File: config.mk
export PLATFORM = sky130hd
export DESIGN_NAME = ifetch_req
export DESIGN_NICKNAME = d
export VERILOG_FILES = /design/src/rtl/ifetch_req_pkg.sv /design/src/rtl/ifetch_fifo.sv /design/src/rtl/ifetch_req.sv
export SDC_FILE = /design/constraint.sdc
export NUM_CORES = 1
export LEC_CHECK = 0
export BUFFER_PORTS_ARGS = -buffer_cell sky130_fd_sc_hd__buf_2
export CAP_MARGIN = 10
export CORE_MARGIN = 2
export CORE_UTILIZATION = 50
export DETAILED_ROUTE_END_ITERATION = 7
export GPL_TIMING_DRIVEN = 0
export PLACE_DENSITY = 0.76
export SLEW_MARGIN = 20
export SYNTH_ARGS = -nofsm -noshare
export SYNTH_HDL_FRONTEND = slang
export SYNTH_SLANG_ARGS = --single-unit
File: constraint.sdc
create_clock -name clk -period 9.47 [get_ports clk]
set_input_delay 0 -clock clk [delete_from_list [all_inputs] [get_ports clk]]
set_output_delay 0 -clock clk [all_outputs]
set_load 0.02 [all_outputs]
File: src/rtl/ifetch_req_pkg.sv
// Shared widths, reset PC, fetch-state encoding and small helpers for the
// instruction-fetch requester.
package ifetch_req_pkg;

    localparam int ADDR_W  = 64;
    localparam int DATA_W  = 64;
    localparam int INST_W  = 32;
    localparam int ENTRY_W = ADDR_W + INST_W;

    localparam logic [ADDR_W-1:0] RESET_PC_DEF = 64'h0000_0000_8000_0000;

    typedef enum logic [1:0] {
        ST_IDLE = 2'd0,
        ST_REQ  = 2'd1,
        ST_DROP = 2'd2
    } fetch_state_e;

    function automatic logic [INST_W-1:0] select_inst(input logic sel_hi,
                                                      input logic [DATA_W-1:0] dw);
        return sel_hi ? dw[63:32] : dw[31:0];
    endfunction

    function automatic logic [ADDR_W-1:0] align_pc(input logic [ADDR_W-1:0] pc);
        return pc & ~64'h0000_0000_0000_0003;
    endfunction

endpackage

File: src/rtl/ifetch_fifo.sv
// Circular {pc, inst} buffer with flush; the head is presented from registers
// and holds its last value when the buffer drains.
module ifetch_fifo
    import ifetch_req_pkg::*;
#(
    parameter int DEPTH = 2,
    parameter int WIDTH = ENTRY_W
) (
    input  logic                   clk,
    input  logic                   i_rst_n,
    input  logic                   i_flush,
    input  logic                   i_push,
    input  logic [WIDTH-1:0]       i_push_data,
    input  logic                   i_pop,
    output logic [$clog2(DEPTH):0] o_count,
    output logic                   o_head_valid,
    output logic [WIDTH-1:0]       o_head
);

    localparam int PW = $clog2(DEPTH);
    localparam int CW = PW + 1;

    logic [WIDTH-1:0] r_mem [DEPTH];
    logic [PW-1:0]    r_rd, r_wr, w_rd_next, w_wr_next;
    logic [CW-1:0]    r_count, w_count_next;
    logic             w_full, w_do_push, w_do_pop, w_mem_we;
    logic             r_head_valid, w_head_valid_next;
    logic [WIDTH-1:0] r_head, w_head_next;

    // Next pointers, occupancy and head; a push into an empty buffer shows up one cycle later.
    always_comb begin
        w_full    = (r_count == CW'(DEPTH));
        w_do_pop  = i_pop && (r_count != '0);
        w_do_push = i_push && (!w_full || w_do_pop);
        w_mem_we  = w_do_push && !i_flush;
        if (i_flush) begin
            w_rd_next    = '0;
            w_wr_next    = '0;
            w_count_next = '0;
        end else begin
            w_rd_next    = w_do_pop  ? r_rd + PW'(1) : r_rd;
            w_wr_next    = w_do_push ? r_wr + PW'(1) : r_wr;
            w_count_next = r_count + CW'(w_do_push) - CW'(w_do_pop);
        end
        if (i_flush || (w_count_next == '0)) begin
            w_head_valid_next = 1'b0;
            w_head_next       = r_head;
        end else if (w_do_push && (w_rd_next == r_wr)) begin
            w_head_valid_next = 1'b1;
            w_head_next       = i_push_data;
        end else begin
            w_head_valid_next = 1'b1;
            w_head_next       = r_mem[w_rd_next];
        end
    end

    // Storage array, written at the tail.
    always_ff @(posedge clk) begin
        if (w_mem_we) begin
            r_mem[r_wr] <= i_push_data;
        end
    end

    // Pointer, count and head registers.
    always_ff @(posedge clk or negedge i_rst_n) begin
        if (!i_rst_n) begin
            r_rd         <= '0;
            r_wr         <= '0;
            r_count      <= '0;
            r_head_valid <= 1'b0;
            r_head       <= '0;
        end else begin
            r_rd         <= w_rd_next;
            r_wr         <= w_wr_next;
            r_count      <= w_count_next;
            r_head_valid <= w_head_valid_next;
            r_head       <= w_head_next;
        end
    end

    assign o_count      = r_count;
    assign o_head_valid = r_head_valid;
    assign o_head       = r_head;

endmodule

File: src/rtl/ifetch_req.sv
// Instruction-fetch requester: one outstanding icache request at a time,
// redirect handling, and a small decode-side instruction buffer.
module ifetch_req
    import ifetch_req_pkg::*;
#(
    parameter logic [63:0] RESET_PC = RESET_PC_DEF,
    parameter int          DEPTH    = 2
) (
    input  logic        clk,
    input  logic        rst,
    output logic [63:0] icache_addr,
    output logic        icache_addr_valid,
    input  logic [63:0] icache_data,
    input  logic        icache_data_valid,
    input  logic        redirect_valid,
    input  logic [63:0] redirect_pc,
    output logic        inst_valid,
    output logic [31:0] inst,
    output logic [63:0] inst_pc,
    input  logic        inst_ready
);

    localparam int CW = $clog2(DEPTH) + 1;

    fetch_state_e       r_state;
    logic [63:0]        r_pc, r_addr;
    logic               r_addr_valid;
    logic [63:0]        w_redir_pc, w_pc_inc;
    logic               w_push, w_pop, w_head_valid, w_issue_ok;
    logic [CW-1:0]      w_count, w_count_next;
    logic [ENTRY_W-1:0] w_push_entry, w_head;

    assign w_redir_pc   = align_pc(redirect_pc);
    assign w_pc_inc     = r_pc + 64'd4;
    assign w_push       = (r_state == ST_REQ) && icache_data_valid && !redirect_valid;
    assign w_pop        = w_head_valid && inst_ready && !redirect_valid;
    assign w_push_entry = {r_pc, select_inst(r_pc[2], icache_data)};

    // Slot reservation: a new request may go out only if the buffer, as it will be
    // after this edge, still has room for its response.
    always_comb begin
        if (redirect_valid) begin
            w_count_next = '0;
        end else begin
            w_count_next = w_count + CW'(w_push) - CW'(w_pop);
        end
        w_issue_ok = (w_count_next < CW'(DEPTH));
    end

    // Fetch FSM with PC and registered request outputs.
    always_ff @(posedge clk or negedge rst) begin
        if (!rst) begin
            r_state      <= ST_IDLE;
            r_pc         <= RESET_PC;
            r_addr       <= RESET_PC;
            r_addr_valid <= 1'b0;
        end else begin
            case (r_state)
                ST_IDLE: begin
                    if (w_issue_ok) begin
                        r_state      <= ST_REQ;
                        r_addr_valid <= 1'b1;
                        r_addr       <= redirect_valid ? w_redir_pc : r_pc;
                    end else begin
                        r_state      <= ST_IDLE;
                        r_addr_valid <= 1'b0;
                    end
                    if (redirect_valid) begin
                        r_pc <= w_redir_pc;
                    end
                end
                ST_REQ: begin
                    if (redirect_valid) begin
                        r_pc         <= w_redir_pc;
                        r_addr_valid <= 1'b0;
                        r_state      <= icache_data_valid ? ST_IDLE : ST_DROP;
                    end else if (icache_data_valid) begin
                        r_pc <= w_pc_inc;
                        if (w_issue_ok) begin
                            r_addr <= w_pc_inc;
                        end else begin
                            r_state      <= ST_IDLE;
                            r_addr_valid <= 1'b0;
                        end
                    end
                end
                ST_DROP: begin
                    // The stale response still has to be absorbed before fetching again.
                    if (redirect_valid) begin
                        r_pc <= w_redir_pc;
                    end
                    if (icache_data_valid) begin
                        r_state <= ST_IDLE;
                    end
                    r_addr_valid <= 1'b0;
                end
                default: begin
                    r_state      <= ST_IDLE;
                    r_addr_valid <= 1'b0;
                end
            endcase
        end
    end

    ifetch_fifo #(
        .DEPTH (DEPTH),
        .WIDTH (ENTRY_W)
    ) u_fifo (
        .clk          (clk),
        .i_rst_n      (rst),
        .i_flush      (redirect_valid),
        .i_push       (w_push),
        .i_push_data  (w_push_entry),
        .i_pop        (w_pop),
        .o_count      (w_count),
        .o_head_valid (w_head_valid),
        .o_head       (w_head)
    );

    assign icache_addr       = r_addr;
    assign icache_addr_valid = r_addr_valid;
    assign inst_valid        = w_head_valid;
    assign inst              = w_head[31:0];
    assign inst_pc           = w_head[95:32];

endmodule

==> summary.md, run 1 <==
| Metric | Value |
|---|---|
| Status | completed |
| Leakage | 0.0102 uW |
| Clk_skew | 0.0152 ns |
| Grt ovf | 0 |
| Number of H-tree levels | 2 |
| Row cnt | 73 |
| Data arrival, critical path | 6.83 ns |
| Syn avg cell area | 10.5 um2 |
| First-pass GRT wire length | 115000 um |
| Endpoints failing hold | 0 |
| Synth unique cells | 72 |
| Final net count | 2549 |
| Post-synthesis cell area | 0.0203 mm2 |
| Area growth syn-to-layout | 25.9% |
| DPL Wire Length | 53400 um |
| Flop pwr share | 0.358 |
| #FFs+latches synth | 424 |
| Crit Path Class | input pin to register |
| Final ANT Viol Nets | 0 |
| Total internal power | 4750 uW |
| Routed wire length on met2 | 35100 um |
| Share of layout cells above drive strength 1 | 0.223 |
| CTS sink cnt | 424 |
| Top layer used by detailed routing | met4 |
| Vias | 19000 |
| Crit end category | register |
| Largest net degree at the start of global routing | 77 |
| Slowest CP cell | buf_1 |
| RSZ-0062 raised after global routing | no |
| HP Start | inst_ready |
| Number of flops mapped to enable cells by yosys | 192 |
| Area contributors post-synth | edfxtp_1 (28%), dfrtp_1 (28%), nand2_1 (6.4%) |
| Cell Pwr Density | 317 mW/mm2 |
| CP required | 9.94 ns |
| Average vias per placed instance | 6.38 |
| Maximum clock path buffer count | 3 |
| Clk_lat worst skew | 0.59 ns |
| Hold WS | 0.0905 ns |
| Maximum vdd drop | 0.212 mV |
| Num CTS Buffers | 45 |
| M1 wire length | 29500 um |
| P_sw | 3350 uW |
| Slew Limit Fails | 0 |
| Critical Path Max Stage Delay | 0.90 ns |
| CP startpoint | redirect_valid |
| Worst Hold Class | input pin to register |
| # fillers | 3089 |
| Post-synth top cells | nand2_1 (347), dfrtp_1 (230), edfxtp_1 (192), clkbuf_1 (128), nand3_1 (114) |
| Fmax achieved | 0.157 GHz |
| Post-CTS Setup Bufs | 0 |
| Largest area contributor in the synthesized netlist | edfxtp_1 |
| CP max FO | 10 |
| Starting Density | 0.509 |
| Critical Path, Cell by Cell | dlygate4sd3_1 > buf_2 > clkbuf_1 > clkbuf_1 > clkbuf_1 > buf_1 > nor2_1 > ha_1 > inv_1 > ha_1 > xnor3_1 > nor2_1 > nor2_1 > inv_2 > o31a_1 > clkbuf_1 > buf_2 > buf_1 > nand3_1 > o221a_2 |
| FF-to-FF Start | r_state[1] |
| Minimum clock period | 6.36 ns |
| Iter 0 DRT Violations | 2210 |
| Final Wtd Congestion | 0.988 |
| Seq/Total Area, Yosys | 0.570 |
| GRT Util Overall | 0.366 |
| Setup TNS | 0 ns |
| Die Span Y | 206 um |
| Die area | 0.0423 mm2 |
| Startpoint types | input pin |
| Pwr Total | 8100 uW |
| DIE WIDTH | 206 um |
| Max Cap Violations | 0 |
| CP most frequent cell | clkbuf_1 |
| Area of the core | 0.0399 mm2 |
| TritonCTS clock tree | done |
| Synth warn | 0 |
| Setup Viol. Count Final | 0 |
| Pin slew with the least headroom to its limit | 1.22 ns |
| Top FF cell, synth | dfrtp_1 |
| Mapped Cells | 1932 |
| Buffers on Ports | 292 |
| Clock slew at reported path FFs | 0.07 ns |
| Met3 wire len | 8840 um |
| Clock root buffer master | clkbuf_16 |
| Share of the synthesized area in the top cell type | 0.284 |
| Top-count cell post-synth | nand2_1 |
| I/O pin cnt | 295 |
| Relative slew margins | 0.185 |
| Total Wirelength | 77200 um |
| Avg WL per Cell | 25.9 um |
| Combinational share of power | 0.412 |
| Switching Share | 0.413 |
| Tcrit/Tclk final | 0.671 |
| Initial antenna violation count | 0 |
| Vias in the first global route | 18600 |
| Clock power share | 0.230 |
| Fraction of registers with async set/reset | 0.547 |
| Remaining DRCs | 0 |
| Syn nets | 2068 |
| Initial DRT Pass Iterations | 6 |
flip-flops by register name, summed over array words and instances (netlist names):
name	count
r_pc	64
icache_addr_valid	1
u_fifo.o_count	2
u_fifo.o_head	96
r_state	2
icache_addr	64
u_fifo.o_head_valid	1
u_fifo.r_rd	1
u_fifo.r_wr	1
u_fifo.r_mem	192
logic make-up after synthesis:
kind of cell	share of synthesized area
AOI/OAI and AO/OA	0.158
xor gates and xnor gates	0.0127
adders and majority gates	0.00185
buffers and inverters	0.0440
DFF	0.570
muxes	0.0460
and+or+nand+nor	0.168
routing by layer:
metal	vias to the layer above	global-route usage
li1	8179	-
met1	9249	0.479
met2	1305	0.576
met3	266	0.0920
met4	0	0.167
met5	-	0
cells in the final DEF, fill, tap and decap left out, drive strengths merged, types with 55 or more instances in the layout:
cell type / instances
nand3: 117
edfxtp: 192
dlygate4sd3: 130
dfrtp: 230
o221a: 64
clkbuf: 186
a21oi: 84
mux2i: 55
nor2: 68
buf: 368
o21ai: 64
nand2: 348
o22ai: 97
repair_timing:
action / in CTS / in global routing
resized for setup: 0 / 0
hold buffers: 131 / 0
endpoints found under the hold margin: 393 / 0
path summary, 6_finish.rpt:
kind / depth (start not counted) / slack, ns / to
setup / recovery: 20 / 3.11 / u_fifo.o_head[56]
hold / removal: 6 / 0.09 / r_state[0]
setup reg to reg: 15 / 5.13 / u_fifo.o_head[56]
hold reg to reg: 0 / 0.46 / u_fifo.r_mem[0][85]
max in group asynchronous: 5 / 8.19 / r_pc[59]
min in group asynchronous: 4 / 0.52 / u_fifo.o_head[30]
power by group through the flow:
stage | sequential, uW | clock [uW] | combinational, uW
floorplan | 3230 | 0 | 1540
global placement | 2900 | 0 | 3060
detailed placement | 2910 | 0 | 3140
CTS | 2880 | 1860 | 3250
global route | 2950 | 1940 | 3540
finish | 2900 | 1860 | 3330
final cells by class:
cell class              instances  area (um2)  share of cell area
plain buffers                 195         818              0.0320
multi-input cells            1293        7870               0.308
repair buffers                434        3040               0.119
clock buffers                  55        1190              0.0467
clock inverters                28         333              0.0130
flip-flops and latches        424       11600               0.453
inverters                      20        75.1             0.00294
diodes                          4        10.0            0.000391
well taps                     525         657              0.0257
per-stage QoR:
stage,util,worst slack [ns],instances,cell area [um2]
3_3_place_gp,0.562,1.07,2749,22400
4_1_cts,0.641,3.52,2974,25600
2_1_floorplan,-,3.99,1932,20300
5_1_grt,0.641,3.05,2974,25600
6_report,0.641,3.11,2978,25600
3_5_place_dp,0.569,3.47,2760,22700
critical path, delay by kind of cell:
| kind | cells | cell delay, ns |
|---|---|---|
| compound gates | 2 | 0.35 |
| xor+xnor | 1 | 0.20 |
| fa+ha+maj | 2 | 0.46 |
| buf+inv | 11 | 5.26 |
| simple gates | 4 | 0.53 |
Power figures use the tool's default switching activity.
==> inputs of run 2 (changes only) <==
--- a/config.mk
+++ b/config.mk
@@ -5,13 +5,14 @@
 export SDC_FILE = /design/constraint.sdc
 export NUM_CORES = 1
 export LEC_CHECK = 0
+export ABC_AREA = 1
 export BUFFER_PORTS_ARGS = -buffer_cell sky130_fd_sc_hd__buf_2
 export CAP_MARGIN = 10
 export CORE_MARGIN = 2
 export CORE_UTILIZATION = 50
 export DETAILED_ROUTE_END_ITERATION = 7
 export GPL_TIMING_DRIVEN = 0
-export PLACE_DENSITY = 0.76
+export PLACE_DENSITY = 0.79
 export SLEW_MARGIN = 20
 export SYNTH_ARGS = -nofsm -noshare
 export SYNTH_HDL_FRONTEND = slang
==> constraint.sdc (replaced) <==
create_clock -name clk -period 5.4 [get_ports clk]
set_input_delay 0 -clock clk [delete_from_list [all_inputs] [get_ports clk]]
set_output_delay 0 -clock clk [all_outputs]
set_load 0.02 [all_outputs]
==> run 2 against run 1 <==
Count of clock-buffer cells in the layout is 4 higher. Combinational power is 99% higher. Non-clock buffer count is 49 lower. Flip-flop and latch count stayed put. Core utilization is 1.1 points lower. Area after synthesis is 7.3% higher. Worst hold slack hardly changed. Critical path type is now register to register. Largest power group unchanged.
==> summary.md, run 2 <==
| Metric | Value |
|---|---|
| Clk_lat worst skew | 0.61 ns |
| Cell Pwr Density | 567 mW/mm2 |
| Seq/Total Area, Yosys | 0.531 |
| Avg WL per Cell | 22.2 um |
| Tcrit/Tclk final | 0.722 |
| Worst R2R Path Depth | 17 |
| Most common cell after layout, fill and taps aside | nand2_1 |
| Row cnt | 76 |
| RR Endpoint | u_fifo.o_head[51] |
| Grt ovf | 0 |
| Total Wirelength | 85500 um |
| Leakage | 0.0129 uW |
| Mapped Cells | 2746 |
| Largest net degree at the start of global routing | 96 |
| Post-synthesis cell area | 0.0218 mm2 |
| Area of the core | 0.0431 mm2 |
| Vias | 21900 |
| Worst Hold Class | input pin to register |
| CP most frequent cell | inv_2 |
| N_diodes | 0 |
| Slowest CP cell | clkbuf_1 |
| DPL Wire Length | 62300 um |
| Largest register by flop count | u_fifo.r_mem |
| Clk_skew | 0.0316 ns |
| Top delay family on crit path | buffers and inverters |
| Area growth syn-to-layout | 24.4% |
| Status | completed |
| Worst hold endpoint | u_fifo.o_count[1] |
| Iter 0 DRT Violations | 2868 |
| Maximum vdd drop | 0.375 mV |
| Crit end category | register |
| Final net count | 3362 |
| Final ANT Viol Nets | 0 |
| Die Span Y | 213 um |
| Critical Path Max Stage Delay | 0.52 ns |
| Top FF cell, synth | dfrtp_1 |
| CTS sink cnt | 424 |
| Syn avg cell area | 7.94 um2 |
| Post-CTS sizing | 0 |
| Clock root buffer master | clkbuf_16 |
| Minimum clock period | 3.90 ns |
| Vias in the first global route | 20900 |
| Area after DPL | 0.0243 mm2 |
| Non-Filler Instances | 3848 |
| Initial antenna violation count | 0 |
| GRT Util Overall | 0.376 |
| Remaining DRCs | 0 |
| Maximum clock path buffer count | 3 |
| Number of flops mapped to enable cells by yosys | 192 |
| Endpoints failing hold | 0 |
| I/O pin cnt | 295 |
| FF-to-FF Start | r_state[0] |
| HP Start | redirect_valid |
| Crit Path Class | register to register |
| Initial DRT Pass Iterations | 7 |
| Average vias per placed instance | 5.70 |
| DIE WIDTH | 213 um |
| Hold depth | 5 |
| Fmax achieved | 0.257 GHz |
| Largest area contributor in the synthesized netlist | edfxtp_1 |
| Synth warn | 0 |
| Area contributors post-synth | edfxtp_1 (26%), dfrtp_1 (26%), nand2_1 (17%) |
| Buffers on Ports | 291 |
| Pin slew with the least headroom to its limit | 1.03 ns |
| Top-count cell post-synth | nand2_1 |
| Max reg flops | 192 |
| Share of layout cells above drive strength 1 | 0.150 |
| Internal reg-to-reg setup slack | 1.50 ns |
| Commonest cells after routing, fill and taps aside | nand2_1 (996), buf_2 (339), nand3_1 (277), dfrtp_1 (230), inv_1 (221) |
| TritonCTS clock tree | done |
| Crit path buf inv count | 8 |
| CP required | 5.93 ns |
| Placed Cells | 3633 |
| Slew Limit Fails | 0 |
| Setup Viol. Count Final | 0 |
| Relative slew margins | 0.310 |
| Die area | 0.0453 mm2 |
| RSZ-0062 raised after global routing | no |
| Num CTS Buffers | 45 |
| Share of the synthesized area in the top cell type | 0.264 |
| Post-synth top cells | nand2_1 (996), nand3_1 (277), dfrtp_1 (230), nor2_1 (222), inv_1 (221) |
| CP max FO | 10 |
| #FFs+latches synth | 424 |
| Pwr Total | 15400 uW |
| Fraction of registers with async set/reset | 0.547 |
| Final Wtd Congestion | 1.04 |
| Synth unique cells | 40 |
| Number of H-tree levels | 2 |
| Starting Density | 0.506 |
| Critical Path, Cell by Cell | buf_2 > inv_2 > nor2_4 > nand3_2 > a31oi_4 > clkbuf_1 > ha_1 > inv_1 > nor2_1 > nor2_1 > inv_2 > nand2_2 > inv_2 > buf_4 > clkbuf_1 > nand2_1 > nand2_1 |
| Startpoint types | register |
| Syn nets | 2882 |
| Data arrival, critical path | 4.42 ns |
| Final Cell Area | 0.0271 mm2 |
| Clock slew at reported path FFs | 0.06 ns |
| Setup TNS | 0 ns |
| Max Cap Violations | 0 |
| First-pass GRT wire length | 126000 um |
## run 2: cell types whose count changed in the layout (fill, tap and decap cells not counted), sizes merged, moves of 34 or more
cell and change:
nor2 +159, nand4 -34, a31oi -41, clkbuf -59, o21ai +134, nand2 +652, o221a -64, inv +210
mux2 -34, o22ai -96, mux2i -55, nand3 +162
## run 2: power breakdown
group	switching, uW	total (uW)	leakage (uW)	internal (uW)
registers	949	5530	0.00460	4580
logic	4640	6620	0.00757	1980
clock network	1370	3230	0.000735	1860
total	6970	15400	0.0129	8420
## run 2: layout make-up
class | count | area (um2)
fill | 3629 | 16000
sequential | 424 | 11600
timing repair buffer | 433 | 3060
multi-input combinational | 1943 | 8680
buffer | 147 | 694
tap | 585 | 732
clock inverter | 25 | 277
clock buffer | 59 | 1230
inverter | 232 | 871
## run 2: timing repair
item | CTS | global route
hold buffers | 131 | 0
setup buffers | 0 | 0
hold endpoints to repair | 425 | 0
## run 2: worst max-delay path by stage
| stage | slack [ns] | end | depth (start not counted) | from |
|---|---|---|---|---|
| final | 1.50 | u_fifo.o_head[51] | 17 | r_state[0] |
| after global routing | 1.30 | u_fifo.o_head[48] | 17 | r_state[0] |
| after CTS | 1.62 | u_fifo.o_head[48] | 17 | r_state[0] |
| after detailed placement | 1.66 | u_fifo.o_head[48] | 17 | r_state[0] |
| after global placement | -0.90 | u_fifo.r_mem[1][80] | 8 | r_state[0] |
| after floorplan | 1.15 | u_fifo.r_mem[1][0] | 8 | r_state[0] |
## run 2: worst reg2reg max path: stages, from the launching register on
cell and delay, ns:
dfrtp_1 0.33, buf_2 0.22, inv_2 0.13, nor2_4 0.17
nand3_2 0.16, a31oi_4 0.45, clkbuf_1 0.52, ha_1 0.26
inv_1 0.05, nor2_1 0.09, nor2_1 0.07, inv_2 0.05
nand2_2 0.17, inv_2 0.24, buf_4 0.23, clkbuf_1 0.44
nand2_1 0.15, nand2_1 0.10
## run 2: logic make-up after synthesis
kind of cell,Yosys count,synth area share
AND/OR/NAND/NOR,1560,0.293
flip-flops,424,0.531
XOR/XNOR,28,0.0112
buffers and inverters,379,0.0718
AO/OA/AOI/OAI,352,0.0918
adder cells (fa/ha/maj),3,0.00172
## run 2: metrics by stage
stage | hold WS [ns] | setup WS (ns) | util
after floorplan | -0.296 | 1.15 | -
after global placement | 0.231 | -0.897 | 0.557
after detailed placement | 0.0166 | 1.66 | 0.564
after CTS | 0.0532 | 1.62 | 0.630
after global routing | 0.126 | 1.30 | 0.630
final | 0.0908 | 1.50 | 0.630
## run 2: per-layer routing
layer,global-route usage,vias to the layer above,wire length (um)
met5,0,-,0
met3,0.0674,207,8590
met4,0.150,0,3360
li1,-,9890,-
met2,0.589,1325,38200
met1,0.520,10500,35400
